===== src/rtl/s1488_bist_ctrl.sv =====
// s1488_bist_ctrl: LFSR-driven BIST controller with MISR signature check for one s1488 output slice
//   CK        in   clock, rising edge
//   CLR       in   asynchronous active-low reset
//   start     in   level; begins a run from IDLE or DONE
//   golden    in   [15:0] expected signature, compared in DONE
//   cut_resp  in   single-bit slice response
//   pat_vec   out  [13:0] slice stimulus; [12:0] = v12..v0, [13] = slice CLR
//   busy      out  high in RUN and DRAIN
//   done      out  high in DONE
//   signature out  [15:0] MISR contents
//   pass      out  high in DONE when signature == golden
// Optional macro S1488_BIST_HOLD_CLR_EN: pins pat_vec[13] high so the slice reset stays inactive.
module s1488_bist_ctrl #(
  parameter int unsigned PAT_COUNT = 1024,
  parameter logic [13:0] SEED = 14'h0001
) (
  input  logic        CK,
  input  logic        CLR,
  input  logic        start,
  input  logic [15:0] golden,
  input  logic        cut_resp,
  output logic [13:0] pat_vec,
  output logic        busy,
  output logic        done,
  output logic [15:0] signature,
  output logic        pass
);
  typedef enum logic [1:0] {IDLE, RUN, DRAIN, DONE} state_t;
  // An all-zero seed would lock the LFSR.
  localparam logic [13:0] SEED_EFF = (SEED == 14'h0) ? 14'h0001 : SEED;
  localparam logic [15:0] PC = 16'(PAT_COUNT);
  state_t state_q, state_d;
  logic [13:0] lfsr_q, lfsr_d;
  logic [15:0] misr_q, misr_d, cnt_q, cnt_d, fold;
  logic resp_q, resp_d, vld_q, vld_d, fb;
  assign fb = lfsr_q[13] ^ lfsr_q[12] ^ lfsr_q[11] ^ lfsr_q[1];
  assign fold = {misr_q[14:0], 1'b0} ^ (misr_q[15] ? 16'hA011 : 16'h0) ^ {15'b0, resp_q};
  always_ff @(posedge CK or negedge CLR) begin
    if (!CLR) begin
      state_q <= IDLE;
      lfsr_q  <= SEED_EFF;
      misr_q  <= '0;
      cnt_q   <= '0;
      resp_q  <= 1'b0;
      vld_q   <= 1'b0;
    end else begin
      state_q <= state_d;
      lfsr_q  <= lfsr_d;
      misr_q  <= misr_d;
      cnt_q   <= cnt_d;
      resp_q  <= resp_d;
      vld_q   <= vld_d;
    end
  end
  // The response of vector k is registered at the end of its cycle and folded one
  // cycle later, so the first RUN cycle has nothing to fold and DRAIN folds the last.
  always_comb begin
    state_d = state_q;
    lfsr_d  = lfsr_q;
    misr_d  = misr_q;
    cnt_d   = cnt_q;
    resp_d  = resp_q;
    vld_d   = vld_q;
    case (state_q)
      IDLE, DONE: if (start) begin
        state_d = RUN;
        lfsr_d  = SEED_EFF;
        misr_d  = '0;
        cnt_d   = '0;
        resp_d  = 1'b0;
        vld_d   = 1'b0;
      end
      RUN: begin
        lfsr_d  = {lfsr_q[12:0], fb};
        cnt_d   = cnt_q + 16'd1;
        resp_d  = cut_resp;
        vld_d   = 1'b1;
        misr_d  = vld_q ? fold : misr_q;
        state_d = (cnt_q + 16'd1 == PC) ? DRAIN : RUN;
      end
      DRAIN: begin
        misr_d  = fold;
        state_d = DONE;
      end
      default: state_d = IDLE;
    endcase
  end
`ifdef S1488_BIST_HOLD_CLR_EN
  assign pat_vec = {1'b1, lfsr_q[12:0]};
`else
  assign pat_vec = lfsr_q;
`endif
  assign busy      = (state_q == RUN) || (state_q == DRAIN);
  assign done      = state_q == DONE;
  assign signature = misr_q;
  assign pass      = done && (misr_q == golden);
endmodule


===== config.mk =====
export PLATFORM = sky130hd
export DESIGN_NAME = s1488_bist_ctrl
export DESIGN_NICKNAME = d
export VERILOG_FILES = /design/src/rtl/s1488_bist_ctrl.sv
export SDC_FILE = /design/constraint.sdc
export NUM_CORES = 1
export LEC_CHECK = 0
export BUFFER_PORTS_ARGS = -buffer_cell sky130_fd_sc_hd__buf_2
export CAP_MARGIN = 10
export CORE_MARGIN = 5
export CORE_UTILIZATION = 43
export CTS_CLUSTER_SIZE = 20
export DETAILED_ROUTE_END_ITERATION = 8
export GPL_ROUTABILITY_DRIVEN = 0
export HOLD_SLACK_MARGIN = 0.1
export PLACE_DENSITY = 0.66
export SYNTH_ARGS = -nofsm -noshare
export SYNTH_HDL_FRONTEND = slang
export SYNTH_SLANG_ARGS = --single-unit

===== constraint.sdc =====
create_clock -name CK -period 3.7 [get_ports CK]
set_input_delay 0.74 -clock CK [delete_from_list [all_inputs] [get_ports CK]]
set_output_delay 0.74 -clock CK [all_outputs]
set_load 0.02 [all_outputs]

-- Word-level counts from Yosys, hierarchy flattened
Index checks and enable logic that the tools add are counted.
- bits in registers: 50
- input port bits: 20
- output and inout port bits: 33
- word-level logic and storage cells: 39
- add/subtract/negate cells: 1
- eq/ne operators: 7
- muxes and demuxes: 13
- bitwise gates (word level): 5
- reduce and logical (&&, ||, !) cells: 7
- operator list (cell ; count):
    two-way mux 16 bit ; 3
    case mux 16 bit (3 select lines) ; 1
    case mux 16 bit (2 select lines) ; 1
    case mux 14 bit (2 select lines) ; 1
    adder 16 x 1 -> 16 bit (second input constant) ; 1
    == test 16 x 11 -> 1 bit (second input constant) ; 1
    == test 16 bit ; 1
    XOR 16 x 1 -> 16 bit ; 1
    XOR 16 bit ; 1
    two-way mux 14 bit ; 1
    case mux 2 bit (3 select lines) ; 1
    == test 2 bit (second input constant) ; 2
    two-way mux 2 bit ; 2
    inequality test 2 bit (second input constant) ; 2
    case mux 1 bit (2 select lines) ; 2
    AND reduction 2 bit ; 2
    XOR 1 bit ; 3
    == test 2 x 1 -> 1 bit (second input constant) ; 1
    logical NOT 2 bit ; 1
    nonzero test 2 bit ; 1
    OR reduction 2 bit ; 1
    logical AND 1 bit ; 1
    logical OR 1 bit ; 1
    two-way mux 1 bit ; 1

-- Depth between registers and ports, before layout
- word-level depth: 5
- depth in mapped cells: 8
- mapped depth without buffers: 8

-- Worst setup path before layout
OpenSTA, ideal clock, no wires.
- path type: input to output
- from: in golden[10]
- to: out pass
- data arrival time: 1.933 ns
- data required time: 2.960 ns
- setup slack: 1.027 ns
- cell stages on the path: 4
- path buffers: 0
- cells stage by stage: xor2_1 > nor4_1 > nand4_1 > nor4_1
- word-level cells in the longest chain between the ends: 2
- RTL lines (item ; RTL line ; text):
    start, declared ; 20 ; input logic [15:0] golden,
    == test 16 bit ; 96 ; assign pass = done && (misr_q == golden);
    logical AND 1 bit ; 96 ;
    end, declared ; 26 ; output logic pass
Every way passes these cells.

-- Final worst setup path
Ends and elaborated chain as after synthesis.

==> impl_metrics.py <==
metrics = {
    "grt": {
        "antenna_found_initial": 0,
        "grt_max_degree": 37,
        "grt_overflow": 0,
        "grt.total_usage": 0.158,
        "grt_pass1_wl_um": 9560,
        "grt_pass1_vias": 2060,
    },
    "worst_setup_path": {
        "crit_chain": "buf_2, xor2_1, nor4_1, nand4_1, nor4_1, buf_2",
        "cp-start-kind": "input port",
        "cp-end-kind": "output port",
        "critPathArrivalTime_ps": 1810,
        "critical_path_class": "input port to output port",
        "cp_data_required_time_ps": 2960,
        "critPathMaxStageDelay_ps": 270,
        "crit_fanout": 1,
        "cp_slowest_cell": "nor4_1",
    },
    "cts": {
        "insertion_delay_ps": 310,
        "cts.repair.resized": 0,
        "cts_made_buffers": 5,
        "tritoncts": "yes",
        "clock-sinks": 50,
        "cts.clk_slew.worst_paths_ps": 100,
        "ctsLongestPathBuffers": 2,
        "post_cts_buffers": 0,
        "ctsHoldBuffers": 0,
        "cts_root_buffer": "clkbuf_8",
        "htree_num_levels": 2,
    },
    "cells_and_area": {
        "finalNonFillerCells": 380,
        "fin_nets": 329,
        "drive_gt1_frac": 0.243,
        "area_delta_synth_final_pct": 17.2,
        "diodes": 0,
    },
    "yosys": {
        "synth_top_family_by_area": "compound AO/OA/AOI/OAI gates",
        "synth-async-reset-ratio": 1.00,
        "syn_inst": 256,
        "syn_area_per_cell_um2": 10.1,
        "synth-simple-area-share": 0.134,
        "ys_warn_count": 0,
        "netlist_area_um2": 2570,
        "synth_seq_cells": 50,
        "synthMuxAreaShare": 0.00826,
        "synth_ff_type": "dfrtp_1",
        "synth.distinct_cells": 42,
        "synth-compound-area-share": 0.222,
        "synth_xor_area_frac": 0.0885,
        "synth_nets": 281,
        "synth_edf_count": 0,
        "yosysSeqAreaShare": 0.487,
        "synthAdderAreaFrac": 0.0243,
    },
    "floorplan": {
        "io_pins": 53,
        "num_rows": 28,
        "die_area_um2": 7630,
        "core_um2": 5890,
        "chipWidth_um": 87.4,
        "start_util": 0.437,
        "die_h_um": 87.4,
    },
    "sta": {
        "fmax_mhz": 393,
        "worst_pin_slew_ps": 1160,
        "slew_violations": 0,
        "post-route-min-period_ps": 2550,
        "finalSetupViolCount": 0,
        "hold_viol_final": 0,
        "relSlewSlack": 0.227,
        "fin_skew_ps": 6.47,
        "rsz0062_at_grt": "false",
        "fin_crit_sh": 0.688,
        "finalSetupTns_ps": 0,
    },
    "pwr": {
        "p_total_uw": 1610,
        "p_leak_uw": 0.00141,
        "vdd_ir_drop_max_uv": 320,
        "powerDensity_nw_per_um2": 534,
    },
    "route": {
        "avgViaCountPerCell": 5.56,
        "drtIter0Drc": 85,
        "drc": 0,
        "vias": 2114,
        "wl_per_cell_um": 14.9,
        "totalWireLength_um": 5680,
        "antenna_left": 0,
        "firstDrtPassIters": 4,
    },
    "run_status": {
        "status": "completed",
    },
    "placement": {
        "dp_hpwl_um": 3940,
        "place_inst": 372,
        "portBuffers": 52,
    },
    "worst_hold_path": {
        "hold_path.class": "flop to flop",
    },
    "flow_run": {
        "drv_cap": 0,
    },
}
cells by family after synthesis:
| logic type | Yosys count |
|---|---|
| fa+ha+maj | 5 |
| compound gates | 81 |
| simple gates | 68 |
| flops | 50 |
| mux | 2 |
| xor+xnor | 26 |
| buf+inv | 24 |
layer usage:
metal / routed length (um) / share of wire / track usage
met1: 2700 / 0.47 / 0.203
met2: 2640 / 0.46 / 0.261
met3: 261 / 0.046 / 0.0322
met4: 80 / 0.014 / 0.0586
met5: 0 / 0 / 0
state kept, by name (all words and copies together), names as in the netlist:
signal	cells
cnt_q	16
resp_q	1
state_q	2
signature	16
pat_vec	14
vld_q	1
area by class of cell:
| class | instances | area, um^2 |
|---|---|---|
| fill | 551 | 2870 |
| sequential | 50 | 1250 |
| multi-input combinational | 182 | 1230 |
| timing repair buffer | 55 | 283 |
| tap | 75 | 93.8 |
| clock buffer | 5 | 68.8 |
| clock inverter | 3 | 47.5 |
| inverter | 10 | 37.5 |
stage by stage:
stage	util	hold WS (ps)	setup WS, ps	area (um^2)
2_1_floorplan	-	444	1030	2570
3_3_place_gp	0.493	489	1180	2900
3_5_place_dp	0.493	489	1150	2900
4_1_cts	0.513	504	1140	3020
5_1_grt	0.513	539	1030	3020
6_report	0.513	501	1150	3020
synth_stat cells (2+ instances only):
master | n | area, um^2
nand2_1 | 19 | 71.3
o21ai_0 | 23 | 115
a31oi_1 | 4 | 25.0
o31ai_1 | 6 | 45.0
xor2_1 | 11 | 96.3
ha_1 | 5 | 62.6
inv_1 | 10 | 37.5
nor2_1 | 15 | 56.3
nor4_1 | 3 | 18.8
clkbuf_1 | 12 | 45.0
nand4_1 | 8 | 50.1
a21oi_1 | 9 | 45.0
nand2b_1 | 2 | 12.5
xnor2_1 | 15 | 131
a22o_1 | 29 | 254
or3_1 | 2 | 12.5
nor3_1 | 6 | 30.0
nand3_1 | 5 | 25.0
dfrtp_1 | 49 | 1230
report_power, final:
group	switching, uW	total (uW)	internal [uW]
clock	199	405	206
sequential	127	764	637
combinational	231	441	210
critical path: cells and delay by family:
| family | cells | cell delay [ps] |
|---|---|---|
| buffers and inverters | 2 | 310 |
| AND/OR/NAND/NOR | 3 | 620 |
| XOR/XNOR | 1 | 140 |
cell usage in the layout (no fill, tap or decap), drive strengths merged, types with 2 or more instances in the layout:
cell type,instances
nand4,8
nand3,5
ha,5
nand2b,2
xnor2,15
nor2,15
nand2,20
and2,2
or3,4
nor3,6
inv,12
nor4,3
buf,55
o21ai,24
a31oi,4
a22o,29
clkbuf,5
xor2,11
o31ai,6
dfrtp,49
a21oi,9
worst paths after layout:
kind,to,slack (ps),cells past startpoint,start
hold reg to reg,pat_vec[0]$_DFFE_PN1P_,500,2,pat_vec[0]$_DFFE_PN1P_
max in group asynchronous,vld_q$_DFFE_PN0P_,2480,2,CLR
setup reg to reg,state_q[0]$_DFFE_PN0P_,1330,7,cnt_q[0]$_DFFE_PN0P_
hold / removal,pat_vec[0]$_DFFE_PN1P_,500,2,pat_vec[0]$_DFFE_PN1P_
setup / recovery,pass,1150,6,golden[10]
min in group asynchronous,signature[10]$_DFFE_PN0P_,510,1,CLR
Power figures use the tool's default switching activity.
